==> src/rtl/ps2_rx_frame.sv <==
// ps2_rx_frame: receives 11-bit PS/2 keyboard frames and writes each validated
// scan-code byte into the input FIFO.
// Optional feature macro: PS2_RX_PARITY_CHECK_EN (when defined, a parity
// mismatch is a frame error; when undefined, the parity bit is ignored).
//
// Write-side handshake: wr is a one-cycle strobe with no ready/acknowledge.
// The FIFO full flag is sampled on the cycle the stop-bit fall is processed
// and only chooses between wr (full=0) and drop (full=1); the keyboard is
// never stalled and nothing is retried.
module ps2_rx_frame #(
    parameter int FILTER_LEN     = 8,
    parameter int TIMEOUT_CYCLES = 50000
) (
    input  logic       clk,
    input  logic       reset,
    input  logic       ps2_clk,
    input  logic       ps2_data,
    input  logic       full,
    output logic       wr,
    output logic [7:0] w_data,
    output logic       frame_err,
    output logic       drop,
    output logic [1:0] state_dbg
);

    typedef enum logic [1:0] {
        IDLE   = 2'd0,
        DATA   = 2'd1,
        PARITY = 2'd2,
        STOP   = 2'd3
    } state_t;

    // The timer counts up to TIMEOUT_CYCLES-2 after the fall that cleared it;
    // the register write on the following edge lands frame_err exactly
    // TIMEOUT_CYCLES cycles after that fall pulse.
    localparam int TW          = (TIMEOUT_CYCLES > 2) ? $clog2(TIMEOUT_CYCLES) : 1;
    localparam int TO_LAST_INT = (TIMEOUT_CYCLES >= 2) ? TIMEOUT_CYCLES - 2 : 0;
    localparam logic [TW-1:0] TO_LAST = TW'(TO_LAST_INT);

    logic [1:0]            clk_sync;
    logic [1:0]            data_sync;
    logic [FILTER_LEN-1:0] filt;
    logic [FILTER_LEN-1:0] filt_next;
    logic                  clk_f;
    logic                  clk_f_next;
    logic                  fall;
    logic                  data_s;

    state_t                state;
    logic [2:0]            bit_cnt;
    logic [7:0]            shreg;
    logic [TW-1:0]         timer;
    logic                  frame_ok;
`ifdef PS2_RX_PARITY_CHECK_EN
    logic                  par_bit;
`endif

    assign filt_next = {filt[FILTER_LEN-2:0], clk_sync[1]};
    assign data_s    = data_sync[1];
    assign state_dbg = state;

    // Filtered clock level: change only when the whole window agrees.
    always_comb begin
        clk_f_next = clk_f;
        if (&filt_next) begin
            clk_f_next = 1'b1;
        end else if (~|filt_next) begin
            clk_f_next = 1'b0;
        end
    end

    // Frame validity at the stop bit: stop must be 1, plus odd parity if enabled.
    always_comb begin
`ifdef PS2_RX_PARITY_CHECK_EN
        frame_ok = data_s & (^{shreg, par_bit});
`else
        frame_ok = data_s;
`endif
    end

    // Pin synchronisers, glitch filter and registered falling-edge pulse.
    always_ff @(posedge clk) begin
        if (reset) begin
            clk_sync  <= 2'b11;
            data_sync <= 2'b11;
            filt      <= '1;
            clk_f     <= 1'b1;
            fall      <= 1'b0;
        end else begin
            clk_sync  <= {clk_sync[0], ps2_clk};
            data_sync <= {data_sync[0], ps2_data};
            filt      <= filt_next;
            clk_f     <= clk_f_next;
            fall      <= clk_f & ~clk_f_next;
        end
    end

    // Frame FSM with timeout and registered one-cycle result pulses.
    always_ff @(posedge clk) begin
        if (reset) begin
            state     <= IDLE;
            bit_cnt   <= 3'd0;
            shreg     <= 8'h00;
            timer     <= '0;
            wr        <= 1'b0;
            drop      <= 1'b0;
            frame_err <= 1'b0;
            w_data    <= 8'h00;
`ifdef PS2_RX_PARITY_CHECK_EN
            par_bit   <= 1'b0;
`endif
        end else begin
            wr        <= 1'b0;
            drop      <= 1'b0;
            frame_err <= 1'b0;
            if (state == IDLE) begin
                timer <= '0;
                // A fall with data=1 is not a start bit and is silently ignored.
                if (fall && !data_s) begin
                    state   <= DATA;
                    bit_cnt <= 3'd0;
                end
            end else if (fall) begin
                timer <= '0;
                case (state)
                    DATA: begin
                        shreg   <= {data_s, shreg[7:1]};
                        bit_cnt <= bit_cnt + 3'd1;
                        if (bit_cnt == 3'd7) begin
                            state <= PARITY;
                        end
                    end
                    PARITY: begin
`ifdef PS2_RX_PARITY_CHECK_EN
                        par_bit <= data_s;
`endif
                        state <= STOP;
                    end
                    STOP: begin
                        state <= IDLE;
                        if (!frame_ok) begin
                            frame_err <= 1'b1;
                        end else if (full) begin
                            drop <= 1'b1;
                        end else begin
                            wr     <= 1'b1;
                            w_data <= shreg;
                        end
                    end
                    default: state <= IDLE;
                endcase
            end else if (timer == TO_LAST) begin
                state     <= IDLE;
                timer     <= '0;
                frame_err <= 1'b1;
            end else begin
                timer <= timer + 1'b1;
            end
        end
    end

endmodule
==> config.mk <==
export PLATFORM = sky130hd
export DESIGN_NAME = ps2_rx_frame
export DESIGN_NICKNAME = d
export VERILOG_FILES = /design/src/rtl/ps2_rx_frame.sv
export SDC_FILE = /design/constraint.sdc
export NUM_CORES = 1
export LEC_CHECK = 0
export ABC_AREA = 1
export CAP_MARGIN = 20
export CORE_UTILIZATION = 45
export DETAILED_ROUTE_END_ITERATION = 12
export PLACE_DENSITY_LB_ADDON = 0.25
export REMOVE_ABC_BUFFERS = 1
export SLEW_MARGIN = 10
export SYNTH_ARGS = -nofsm -noshare
export SYNTH_HDL_FRONTEND = slang
export SYNTH_SLANG_ARGS = --single-unit
==> constraint.sdc <==
create_clock -name clk -period 2.35 [get_ports clk]
set_input_delay 0.5875 -clock clk [delete_from_list [all_inputs] [get_ports clk]]
set_output_delay 0.5875 -clock clk [all_outputs]
set_load 0.05 [all_outputs]
==> flow_summary.ini <==
[cts]
clk_path_buf_depth = 2
cts_buffers = 5
htreeDepth = 2
root_buffer = clkbuf_8
clock_sinks = 53
insertion_delay_ns = 0.31
ctsHoldBuffers = 0
ctsResizeCount = 0
path_clk_slew_ns = 0.09
cts_tree = built
cts_setup_buffers = 0

[route]
drt_iter0_drc = 107
wirelength_um = 3840
drc = 0
dr.pass1.iters = 4
vias_per_cell = 4.66
vias = 1723
wl_per_cell_um = 10.4
ant_nets = 0

[yosys]
syn_avg_cell_area_um2 = 7.95
ys_warn_count = 0
postSynthCellCount = 281
synthesis.area_um2 = 2230
synthDistinctLibCells = 30
ys_seq_area_share_pct = 47.5
synth_top_area_share_pct = 47.5
yosysTopAreaCell = dfxtp_1
synth_area_leaders = dfxtp_1 (47%), nor2_1 (7.1%), nand2_1 (6.6%), inv_1 (5.5%), o21ai_0 (4.7%)
ys_ff_latch = 53

[cells_and_area]
nets = 315
multi_input_area_um2 = 991
num-fill-cells = 474
area_delta_synth_final_pct = 16.1
final-seq-area_um2 = 1060
drive_above_1_share_pct = 12.9
final_cell_area_um2 = 2590
num_antenna_cells = 0

[floorplanning]
dieArea_um2 = 5250
initial_utilization_pct = 47.0
io_pins = 18
coreArea_um2 = 4750
die_x_um = 72.5
placementRows = 25
die_h_um = 72.5

[worst_setup_path]
slowest_delay_ns = 0.84
startpoint_type = register
cp_top_family = buffers and inverters
worstReg2RegEnd = w_data[3]
path_cells = clkdlybuf4s50_1
cp_num_buf_inv = 1
ff2ff_setup_slack_ns = 0.57
cp.arrival_ns = 1.57
required_ns = 1.76
ff2ff_path_depth = 8
worstSetupPathType = reg2out
worstReg2RegStart = state_dbg[0]
crit_path_max_fanout = 5
cp_slowest_cell = clkdlybuf4s50_1
cp-end-kind = output pin

[timing]
finalCritPeriodShare_pct = 91.7
min_period_ns = 2.16
tightestPinTransition_ns = 0.494
clock_skew_ns = 0.00648
timing.fmax_mhz = 464
finalWorstSetupSlack_ns = 0.194
slew-limit-headroom_pct = 67.0
rsz0062_at_grt = false
tns_ns = 0
finalSetupViolations = 0
slew_violations = 0
hold_viol_final = 0

[global_route]
grt-ovfl-total = 0
antenna_found_initial = 0
grt_pass1_wl_um = 6770
grt_max_degree = 26
first_global_vias = 1572
grt_use_total_pct = 16.8

[placement]
dp_slack_ns = 0.327
postPlaceCellArea_um2 = 2470
gp_congestion = 0.797
dp_hpwl_um = 2790
port_buffers = 17

[hold_path]
hold_end = data_sync[1]
hp-start = data_sync[0]
hp-class = reg2reg
hold_depth = 1

[power_and_ir_drop]
ir_worst_vdd_v = 0.000319
leakage_nw = 1.05
p_per_area_nw_per_um2 = 604

[status]
status = finished, final reports clean

[job]
maxCapViolations = 0
-- registers in the layout, indices dropped and copies added (netlist names) --
register	cells
frame_err	1
data_sync	2
clk_f	1
w_data	8
bit_cnt	3
shreg	8
filt	7
clk_sync	2
fall	1
drop	1
state_dbg	2
timer	16
wr	1
-- stage by stage --
step	power (mW)	utilization, %	cells	hold WS [ns]
2_1_floorplan	0.936	-	274	0.389
3_3_place_gp	0.951	52.0	362	0.393
3_5_place_dp	0.952	52.0	362	0.402
4_1_cts	1.58	54.6	370	0.423
5_1_grt	1.62	54.6	370	0.453
6_report	1.57	54.6	370	0.422
-- per-layer routing --
layer	track usage [%]	vias to the layer above	routed length (um)
met5	0	-	0
met4	9.59	0	102
met3	3.75	10	115
met2	24.1	23	1550
met1	23.3	757	2060
li1	-	933	-
-- placed cells by master (no fill, tap or decap), drive strengths merged --
master,count
a21oi,21
a31oi,1
buf,4
bufinv,1
clkbuf,6
clkdlybuf4s50,17
clkinvlp,1
dfxtp,53
ha,8
inv,36
nand2,43
nand3,16
nand3b,2
nand4,6
nor2,49
nor3,4
o211ai,1
o21ai,21
or2,8
xnor2,1
xor2,4
-- cell families (layout without fill, tap and decap cells) --
family                   Yosys count  in the layout  share of synthesized area, %
adder cells (fa/ha/maj)            8              8                          4.48
flip-flops                        53             53                          47.5
AND/OR/NAND/NOR                  128            128                          27.4
XOR/XNOR                           5              5                          1.96
AO/OA/AOI/OAI                     44             44                          10.5
buffers and inverters             43             65                          8.17
-- cells in the mapped netlist (all sizes together) --
| master | count |
|---|---|
| dfxtp | 53 |
| o211ai | 1 |
| buf | 7 |
| nand2 | 43 |
| ha | 8 |
| a21oi | 21 |
| inv | 36 |
| nor2 | 49 |
| o21ai | 21 |
| nand3 | 16 |
| or2 | 8 |
| xor2 | 4 |
| nor3 | 4 |
| xnor2 | 1 |
| nand4 | 6 |
| nand3b | 2 |
| a31oi | 1 |
-- where the power goes --
| part | internal (mW) | switching [mW] | leakage, nW |
|---|---|---|---|
| clock network | 0.346 | 0.290 | 0.0574 |
| logic | 0.0134 | 0.0137 | 0.567 |
| registers | 0.901 | 0.00175 | 0.428 |
| total | 1.26 | 0.306 | 1.05 |
-- worst max-delay path by stage --
stage	from	to	slack (ns)	cells after the start
finish	state_dbg[0]	state_dbg[0]	0.19	1
global placement	full	w_data[1]	0.37	6
global route	state_dbg[0]	state_dbg[0]	0.14	1
CTS	state_dbg[0]	state_dbg[0]	0.17	1
detailed placement	full	w_data[3]	0.33	6
floorplan	state_dbg[0]	w_data[0]	0.33	8
-- area by class of cell --
type                       count  area share, %
clock buffer                   6           3.18
sequential                    53           40.9
multi-input combinational    185           38.2
tap                           67           3.23
timing repair buffer          21           7.72
clock inverter                 2           1.45
inverter                      36           5.31
Power figures use the tool's default switching activity.
